--- src/rtl/rtc_counter_pkg.sv ---
// Shared constants for the BCD real-time-clock counter.
//   - BCD field limits used by the increment cascade.
//   - Reset values for the time fields.
package rtc_counter_pkg;

    // Inclusive BCD upper limits and the day restart value.
    localparam logic [7:0] SEC_MAX  = 8'h59;
    localparam logic [7:0] MIN_MAX  = 8'h59;
    localparam logic [7:0] HOUR_MAX = 8'h23;
    localparam logic [7:0] DAY_MAX  = 8'h31;
    localparam logic [7:0] DAY_MIN  = 8'h01;

    // Reset values.
    localparam logic [7:0] SEC_RST  = 8'h00;
    localparam logic [7:0] MIN_RST  = 8'h00;
    localparam logic [7:0] HOUR_RST = 8'h00;
    localparam logic [7:0] DAY_RST  = 8'h01;

endpackage

--- src/rtl/rtc_counter_bcd_field_inc.sv ---
// Combinational 8-bit BCD field increment with saturating wrap.
//   en    : advance this field
//   val   : current BCD value
//   nxt   : next BCD value (equals val when en=0)
//   carry : field wrapped, advance the next field
module bcd_field_inc #(
    parameter logic [7:0] MAX = 8'h59,
    parameter logic [7:0] MIN = 8'h00
) (
    input  logic       en,
    input  logic [7:0] val,
    output logic [7:0] nxt,
    output logic       carry
);

    always_comb begin
        nxt   = val;
        carry = 1'b0;
        if (en) begin
            // Anything at or above the limit (including illegal loads) restarts.
            if (val >= MAX) begin
                nxt   = MIN;
                carry = 1'b1;
            end else if (val[3:0] >= 4'd9) begin
                // Illegal unit digits behave as 9 and carry into tens.
                nxt = {val[7:4] + 4'd1, 4'd0};
            end else begin
                nxt = {val[7:4], val[3:0] + 4'd1};
            end
        end
    end

endmodule

--- src/rtl/rtc_counter.sv ---
// Free-running BCD time-of-day / day-of-month counter.
//   CLK1K, RSTN          : clock and async active-low reset
//   SW1                  : 1 = load *_SET every edge, 0 = run
//   SEC/MIN/HOUR/DAY_SET : BCD values to load in set mode
//   SEC/MIN/HOUR/DAY     : registered current BCD time
//   SEC_TICK             : one-cycle pulse with each 1 s advance
//   DAY_WRAP             : one-cycle pulse when DAY wraps 31 -> 01
module rtc_counter
    import rtc_counter_pkg::*;
#(
    parameter int unsigned CLK_HZ = 1000
) (
    input  logic       CLK1K,
    input  logic       RSTN,
    input  logic       SW1,
    input  logic [7:0] SEC_SET,
    input  logic [7:0] MIN_SET,
    input  logic [7:0] HOUR_SET,
    input  logic [7:0] DAY_SET,
    output logic [7:0] SEC,
    output logic [7:0] MIN,
    output logic [7:0] HOUR,
    output logic [7:0] DAY,
    output logic       SEC_TICK,
    output logic       DAY_WRAP
);

    localparam int unsigned PW = (CLK_HZ > 1) ? $clog2(CLK_HZ) : 1;
    localparam logic [PW-1:0] PRESC_LAST = PW'(CLK_HZ - 1);

    logic [PW-1:0] presc_q, presc_d;
    logic [7:0]    sec_q, sec_d, min_q, min_d, hour_q, hour_d, day_q, day_d;
    logic          sec_tick_q, sec_tick_d, day_wrap_q, day_wrap_d;

    logic          tick;
    logic [7:0]    sec_nxt, min_nxt, hour_nxt, day_nxt;
    logic          sec_c, min_c, hour_c, day_c;

    // Set mode suppresses the tick even when the prescaler sits at its last count.
    assign tick = !SW1 && (presc_q == PRESC_LAST);

    bcd_field_inc #(.MAX(SEC_MAX), .MIN(8'h00)) u_sec_inc (
        .en(tick), .val(sec_q), .nxt(sec_nxt), .carry(sec_c)
    );
    bcd_field_inc #(.MAX(MIN_MAX), .MIN(8'h00)) u_min_inc (
        .en(sec_c), .val(min_q), .nxt(min_nxt), .carry(min_c)
    );
    bcd_field_inc #(.MAX(HOUR_MAX), .MIN(8'h00)) u_hour_inc (
        .en(min_c), .val(hour_q), .nxt(hour_nxt), .carry(hour_c)
    );
    bcd_field_inc #(.MAX(DAY_MAX), .MIN(DAY_MIN)) u_day_inc (
        .en(hour_c), .val(day_q), .nxt(day_nxt), .carry(day_c)
    );

    always_comb begin
        presc_d    = presc_q;
        sec_d      = sec_q;
        min_d      = min_q;
        hour_d     = hour_q;
        day_d      = day_q;
        sec_tick_d = 1'b0;
        day_wrap_d = 1'b0;
        if (SW1) begin
            presc_d = '0;
            sec_d   = SEC_SET;
            min_d   = MIN_SET;
            hour_d  = HOUR_SET;
            day_d   = DAY_SET;
        end else begin
            presc_d    = tick ? '0 : presc_q + PW'(1);
            sec_d      = sec_nxt;
            min_d      = min_nxt;
            hour_d     = hour_nxt;
            day_d      = day_nxt;
            sec_tick_d = tick;
            day_wrap_d = day_c;
        end
    end

    always_ff @(posedge CLK1K or negedge RSTN) begin
        if (!RSTN) begin
            presc_q    <= '0;
            sec_q      <= SEC_RST;
            min_q      <= MIN_RST;
            hour_q     <= HOUR_RST;
            day_q      <= DAY_RST;
            sec_tick_q <= 1'b0;
            day_wrap_q <= 1'b0;
        end else begin
            presc_q    <= presc_d;
            sec_q      <= sec_d;
            min_q      <= min_d;
            hour_q     <= hour_d;
            day_q      <= day_d;
            sec_tick_q <= sec_tick_d;
            day_wrap_q <= day_wrap_d;
        end
    end

    assign SEC      = sec_q;
    assign MIN      = min_q;
    assign HOUR     = hour_q;
    assign DAY      = day_q;
    assign SEC_TICK = sec_tick_q;
    assign DAY_WRAP = day_wrap_q;

endmodule

--- config.mk ---
export PLATFORM = sky130hd
export DESIGN_NAME = rtc_counter
export DESIGN_NICKNAME = d
export VERILOG_FILES = /design/src/rtl/rtc_counter_pkg.sv /design/src/rtl/rtc_counter_bcd_field_inc.sv /design/src/rtl/rtc_counter.sv
export SDC_FILE = /design/constraint.sdc
export NUM_CORES = 1
export LEC_CHECK = 0
export BUFFER_PORTS_ARGS = -buffer_cell sky130_fd_sc_hd__buf_2
export CAP_MARGIN = 40
export CORE_AREA = 2 2 78 99
export CTS_CLUSTER_SIZE = 8
export DETAILED_ROUTE_END_ITERATION = 8
export DIE_AREA = 0 0 80 101
export GPL_TIMING_DRIVEN = 0
export PLACE_DENSITY_LB_ADDON = 0.05
export REMOVE_ABC_BUFFERS = 1
export SLEW_MARGIN = 20
export SYNTH_ARGS = -nofsm -noshare
export SYNTH_HDL_FRONTEND = slang
export SYNTH_HIERARCHICAL = 1
export SYNTH_SLANG_ARGS = --single-unit
--- constraint.sdc ---
create_clock -name CLK1K -period 3.95 [get_ports CLK1K]
set_input_delay 0.79 -clock CLK1K [delete_from_list [all_inputs] [get_ports CLK1K]]
set_output_delay 0.79 -clock CLK1K [all_outputs]
set_load 0.02 [all_outputs]
==> impl_metrics.ini, run 1 <==
[drt]
drt_iter0_markers = 70
drc = 0
first_pass_iters = 4
post_drt_via_cell_ratio = 5.19
ant_nets = 0
wl_per_cell_um = 13.8
vias = 2325
wirelength_um = 6200

[global_route]
grt_pass1_vias = 2337
grt_max_degree = 30
grt.total_usage_pct = 16.4
grt_overflow_total = 0
grt_pass1_wl_um = 10700
antenna_found_initial = 0

[synthesis]
synth_edf_count = 0
synth_top_area_share_pct = 37.7
ys_types = 56
yosys.area.top_type = dfrtp_1
synth_ff_type = dfrtp_1
ys_async_sr_fraction_pct = 100
yosysSeqAreaShare_pct = 38.6
synth_commonest_cells = dfrtp_1 (43), mux2_2 (32), inv_1 (21), ha_1 (20), nand2_1 (17)
synth_area_leaders = dfrtp_1 (38%), mux2_2 (13%), ha_1 (8.8%), inv_1 (2.8%), o21ai_0 (2.6%)
yosysWarnings = 6
synth_cells = 281
yosysMostFrequentCell = dfrtp_1
synth.avg_cell_area_um2 = 10.2
ys_ff_latch = 44
netlist_area_um2 = 2860

[critical_path]
worstSetupPathType = in -> reg
critPathCaptureType = register
endpoint = DAY[0]
critical_path_required_ps = 4170
startpoint_type = primary input
arrival_ps = 3800
r2r-start = presc_q[0]
rr_worst_depth = 16
setup.worst_path.start = SW1
r2r_setup_slack_ps = 550
reg2reg_to = DAY[0]
cp_max_fo = 20

[power]
p_sw_w = 0.000347
swShare_pct = 30.2
leakagePower_nw = 1.60
peakVddDrop_uv = 164
seq_power_share_pct = 46.8
power_frac_comb_pct = 23.5
clkPwrFrac_pct = 29.7
powerDensity_nw_per_um2 = 329
p_int_w = 0.000801

[cells_and_area]
drive_above_1_share_pct = 37.4
nFillCells = 737
antenna_cells = 0
syn_to_final_growth_pct = 22.3
multi_input_area_um2 = 1660
layoutNonFillerInstCount = 448
fin_nets = 410
ff_latch_area_um2 = 1100

[place]
port_buffers = 68
place.gp.congestion = 0.752
placed_cells = 437
post-place-ws_ps = -349
hpwl_um = 4650

[clocking]
clkLatencyLatePin_ps = 290
cts.path.max_buffers = 2
postCtsHoldBufs = 0
htree_levels = 2
clockRootBuffer = clkbuf_8
clkTransAtPathRegs_ps = 90
numCtsBuffers = 5
cts.sinks = 44
cts_tree = done

[sta]
min_period_over_period_pct = 90.6
setup_viol = 0
fin_ws_ps = 371
max-slew-margin-rel_pct = 44.8
worstMarginPinSlew_ps = 820
rsz0062_at_grt = false
fmax_ghz = 0.279
min_period_ps = 3580
whs_ps = 416
skew_ps = 9.71
slew_viol_final = 0
finalHoldViolations = 0
finalSetupTns_ps = 0

[floorplan]
coreArea_um2 = 7180
start_util_pct = 39.8
dieWidth_um = 80
row_count = 35
io_pins = 69
dieArea_um2 = 8080
die_y_um = 101

[run]
maxCapViolCount = 0

[worst_hold_path]
hold_class = in -> async

[outcome]
outcome = complete, no violations
## layout by cell type (no fill, tap or decap), types with 3 or more instances in the layout
master    Yosys  routed
a21oi_1      13      13
and3_1        5       5
buf_2         3      67
buf_4         0       5
clkbuf_8      0       5
dfrtp_1      43      43
ha_1         20      20
inv_1        21      21
mux2_2       32      32
nand2_1      17      17
nand2b_1      4       4
nand3_1       5       5
nand4_1       3       3
nor2_1       15      13
nor2b_1       5       5
o211ai_1      3       3
o21ai_0      15      15
o22ai_1       4       4
o31a_1        3       3
o31ai_1       6       6
or3_1         3       3
or4b_1        6       6
## metrics by stage
stage	total power, W	utilization [%]	area (um2)
2_1_floorplan	0.000711	-	2810
6_report	0.00115	48.6	3490
3_3_place_gp	0.000809	45.4	3260
4_1_cts	0.00117	47.9	3440
3_5_place_dp	0.000819	46.4	3330
5_1_grt	0.00123	48.6	3490
## area by class of cell
cell class	count	area share, %
flip-flops and latches	44	31.6
inverters	21	2.26
clock buffers	7	2.19
clock inverters	1	0.860
well taps	92	3.30
repair buffers	75	12.3
multi-input cells	208	47.6
## power groups by stage
stage                     logic, W  registers [W]  clock network (W)
after floorplan           0.000132       0.000579                  0
after global placement    0.000261       0.000547                  0
after detailed placement  0.000271       0.000548                  0
after CTS                 0.000272       0.000539           0.000360
after global routing      0.000304       0.000546           0.000377
final                     0.000270       0.000537           0.000341
## critical path, cell delays in order
cell and delay (ps):
clkbuf_4 250, buf_16 230, nor4_4 310, buf_4 220, nand2_4 80, nor3_2 220
or2_4 230, nand2_4 90, nor3_2 210, or2_4 160, nor2b_1 170, buf_4 210
nand2_1 90, o32ai_1 140, a21oi_1 110, mux2_2 270
## worst min path at each step
stage	start	endpoint	slack, ps	cells after the start
after floorplan	presc_q[0]	presc_q[0]	450	1
after detailed placement	presc_q[0]	presc_q[0]	480	1
after global routing	RSTN	HOUR[0]	430	1
after CTS	RSTN	HOUR[0]	420	1
final	RSTN	HOUR[0]	420	1
after global placement	presc_q[0]	presc_q[0]	470	1
## state kept, by name (all words and copies together) (netlist names)
name	cells
presc_q	10
DAY	8
HOUR	8
MIN	8
SEC	8
DAY_WRAP	1
SEC_TICK	1
## kinds of logic after synthesis
group / Yosys count / share of synthesized area, %
AOI/OAI and AO/OA: 62 / 14.4
xor gates and xnor gates: 3 / 0.920
adders and majority gates: 21 / 9.16
buffers and inverters: 29 / 4.47
DFF: 44 / 38.6
muxes: 34 / 13.3
and+or+nand+nor: 88 / 19.1
## routing by layer
metal	track usage, %	routed length (um)
met1	20.6	2800
met2	28.8	3100
met3	3.05	244
met4	4.30	62
met5	0	0
## timing repair
item	in CTS	in global routing
pin swaps	0	2
buffers inserted	0	3
endpoints found under the setup margin	4	8
gates resized for setup	2	6
(Power assumes the default switching activity.)
==> run 2, diff against run 1 <==
--- a/config.mk
+++ b/config.mk
@@ -5,14 +5,15 @@
 export SDC_FILE = /design/constraint.sdc
 export NUM_CORES = 1
 export LEC_CHECK = 0
+export ABC_AREA = 1
 export BUFFER_PORTS_ARGS = -buffer_cell sky130_fd_sc_hd__buf_2
 export CAP_MARGIN = 40
-export CORE_AREA = 2 2 78 99
+export CORE_AREA = 2 2 81 103
 export CTS_CLUSTER_SIZE = 8
 export DETAILED_ROUTE_END_ITERATION = 8
-export DIE_AREA = 0 0 80 101
+export DIE_AREA = 0 0 83 105
 export GPL_TIMING_DRIVEN = 0
-export PLACE_DENSITY_LB_ADDON = 0.05
+export PLACE_DENSITY_LB_ADDON = 0.25
 export REMOVE_ABC_BUFFERS = 1
 export SLEW_MARGIN = 20
 export SYNTH_ARGS = -nofsm -noshare
==> run 2 against run 1 <==
  * Total power shrank 4.3%
  * Clock power shrank 10%
  * Largest power group unchanged
  * Critical path type unchanged
  * Critical path depth grew 1
  * Sequential power shrank 2%
  * Critical endpoint is now DAY[5]
==> impl_metrics.ini, run 2 <==
[synthesis]
yosysMostFrequentCell = nand2_1
netlist_area_um2 = 3100
synth_ff_type = dfrtp_1
synth_commonest_cells = nand2_1 (169), dfrtp_1 (43), inv_1 (41), nor2_1 (37), nand3_1 (22)
ys_async_sr_fraction_pct = 100
synth_cells = 428
yosys.area.top_type = dfrtp_1
ys_ff_latch = 44
ys_types = 29
synth.avg_cell_area_um2 = 7.24
yosysWarnings = 6
synth_edf_count = 0
yosysSeqAreaShare_pct = 35.6
synth_area_leaders = dfrtp_1 (35%), nand2_1 (20%), ha_1 (8.1%), inv_1 (5.0%), nor2_1 (4.5%)
synth_top_area_share_pct = 34.7

[cells_and_area]
layout_common_cells = nand2_1 (169), buf_2 (68), dfrtp_1 (43)
fin_nets = 548
ff_latch_area_um2 = 1100
final_cell_area_um2 = 3580
largest-register = presc_q
final_common_cell = nand2_1
antenna_cells = 0
layoutNonFillerInstCount = 589
drive_above_1_share_pct = 25.5
syn_to_final_growth_pct = 15.6
largest_reg_flops = 10
nFillCells = 792
multi_input_area_um2 = 1700

[clocking]
cts_resized = 1
clockRootBuffer = clkbuf_8
htree_levels = 2
cts.path.max_buffers = 2
postCtsHoldBufs = 0
clkTransAtPathRegs_ps = 90
clkLatencyLatePin_ps = 310
numCtsBuffers = 5
cts.sinks = 44
cts_tree = done
post_cts_buffers = 0

[critical_path]
critical_path_required_ps = 4160
slowest_delay_ps = 360
r2r-start = presc_q[0]
cpMaxStageDelayCell = a21oi_4
setup.worst_path.start = SW1
arrival_ps = 3760
crit_family = buffers and inverters
startpoint_type = primary input
cp_cell_sequence = buf_2, clkinv_8, nand2_4, nor2_4, nand3_4, clkinvlp_4, inv_1, a21oi_4, inv_1, a21oi_4, nand2_2, inv_2, inv_1, a21oi_4, nor2_1, nand2_1, nand2_1
path_buf_inv = 7
cp_num_cells = 17
critPathCaptureType = register
worstSetupPathType = in -> reg
rr_worst_depth = 16
cp_max_fo = 38

[place]
place_area_um2 = 3480
hpwl_um = 4870
place.gp.congestion = 0.800
port_buffers = 68
placed_cells = 581

[sta]
max-slew-margin-rel_pct = 49.9
finalHoldViolations = 0
slew_viol_final = 0
finalSetupTns_ps = 0
worstMarginPinSlew_ps = 752
rsz0062_at_grt = false
fmax_ghz = 0.281
min_period_ps = 3560
setup_viol = 0
min_period_over_period_pct = 90.0
whs_ps = 465
skew_ps = 9.14

[floorplan]
coreArea_um2 = 7700
die_y_um = 105
row_count = 36
dieArea_um2 = 8720
dieWidth_um = 83
start_util_pct = 40.2
io_pins = 69

[drt]
post_drt_via_cell_ratio = 4.67
drt_iter0_markers = 104
drc = 0
wirelength_um = 6720
vias = 2752
wl_per_cell_um = 11.4
ant_nets = 0
first_pass_iters = 4

[global_route]
grt_max_degree = 39
grt_pass1_wl_um = 11800
grt_pass1_vias = 2721
grt.total_usage_pct = 16.2
antenna_found_initial = 0
grt_overflow_total = 0

[power]
peakVddDrop_uv = 151
leakagePower_nw = 1.99
powerDensity_nw_per_um2 = 307

[outcome]
outcome = complete, no violations

[worst_hold_path]
hold_class = in -> async

[run]
maxCapViolCount = 0
run 2: cell types whose count changed after synthesis, moves of 8 or more:
| cell | before | now |
|---|---|---|
| nand2_1 | 17 | 169 |
| inv_1 | 21 | 41 |
| inv_2 | 0 | 9 |
| nor2_2 | 0 | 9 |
| o21ai_0 | 15 | 0 |
| nor2_1 | 15 | 37 |
| nand2_2 | 0 | 12 |
| nand4_1 | 3 | 11 |
| mux2_2 | 32 | 0 |
| nand3_1 | 5 | 22 |
run 2: worst paths after layout:
| check | endpoint | slack [ps] |
|---|---|---|
| setup reg to reg | DAY[5] | 880 |
| hold / removal | MIN[5] | 470 |
| hold reg to reg | presc_q[0] | 480 |
| max in group asynchronous | DAY[0] | 2890 |
| min in group CLK1K | presc_q[0] | 480 |
| setup / recovery | DAY[5] | 390 |
run 2: per-layer routing:
metal  up-vias  share of wire, %  track usage [%]
met5         -                 0                0
met4         0               1.3             4.57
met3         6               3.3             3.24
met2        38                52             30.6
met1      1264                43             18.1
li1       1444                 -                -
run 2: cell families (layout without fill, tap and decap cells):
family | Yosys count | after routing | share of synthesized area, %
AO/OA/AOI/OAI | 19 | 19 | 4.85
AND/OR/NAND/NOR | 275 | 275 | 39.9
buffers and inverters | 63 | 129 | 9.57
adder cells (fa/ha/maj) | 20 | 20 | 8.08
flip-flops | 44 | 44 | 35.6
XOR/XNOR | 7 | 7 | 1.98
run 2: layout make-up:
| type | count | area share, % |
|---|---|---|
| tap | 95 | 3.32 |
| inverter | 52 | 5.90 |
| multi-input combinational | 321 | 47.4 |
| clock buffer | 8 | 2.51 |
| sequential | 44 | 30.8 |
| timing repair buffer | 69 | 10.1 |
run 2: through the flow:
step                      total power (W)  worst slack, ps  utilization [%]
after global routing              0.00117             91.6             46.5
after detailed placement         0.000805             -358             45.2
after global placement           0.000796             -284             44.9
final                             0.00110              394             46.5
after CTS                         0.00112             73.0             46.4
after floorplan                  0.000706              862                -
run 2: worst register-to-register path: stages, from the launching register on:
cell and delay (ps):
dfrtp_1 390, ha_1 190, nand2_2 100, nor2_4 130
nand3_4 130, clkinvlp_4 220, inv_1 130, a21oi_4 360
inv_1 180, a21oi_4 340, nand2_2 110, inv_2 200
inv_1 140, a21oi_4 190, nor2_1 60, nand2_1 70
nand2_1 50
run 2: where the power goes:
part	switching [W]	internal, W
clock	0.000163	0.000143
combinational	0.000167	0.0000983
sequential	0.0000449	0.000482
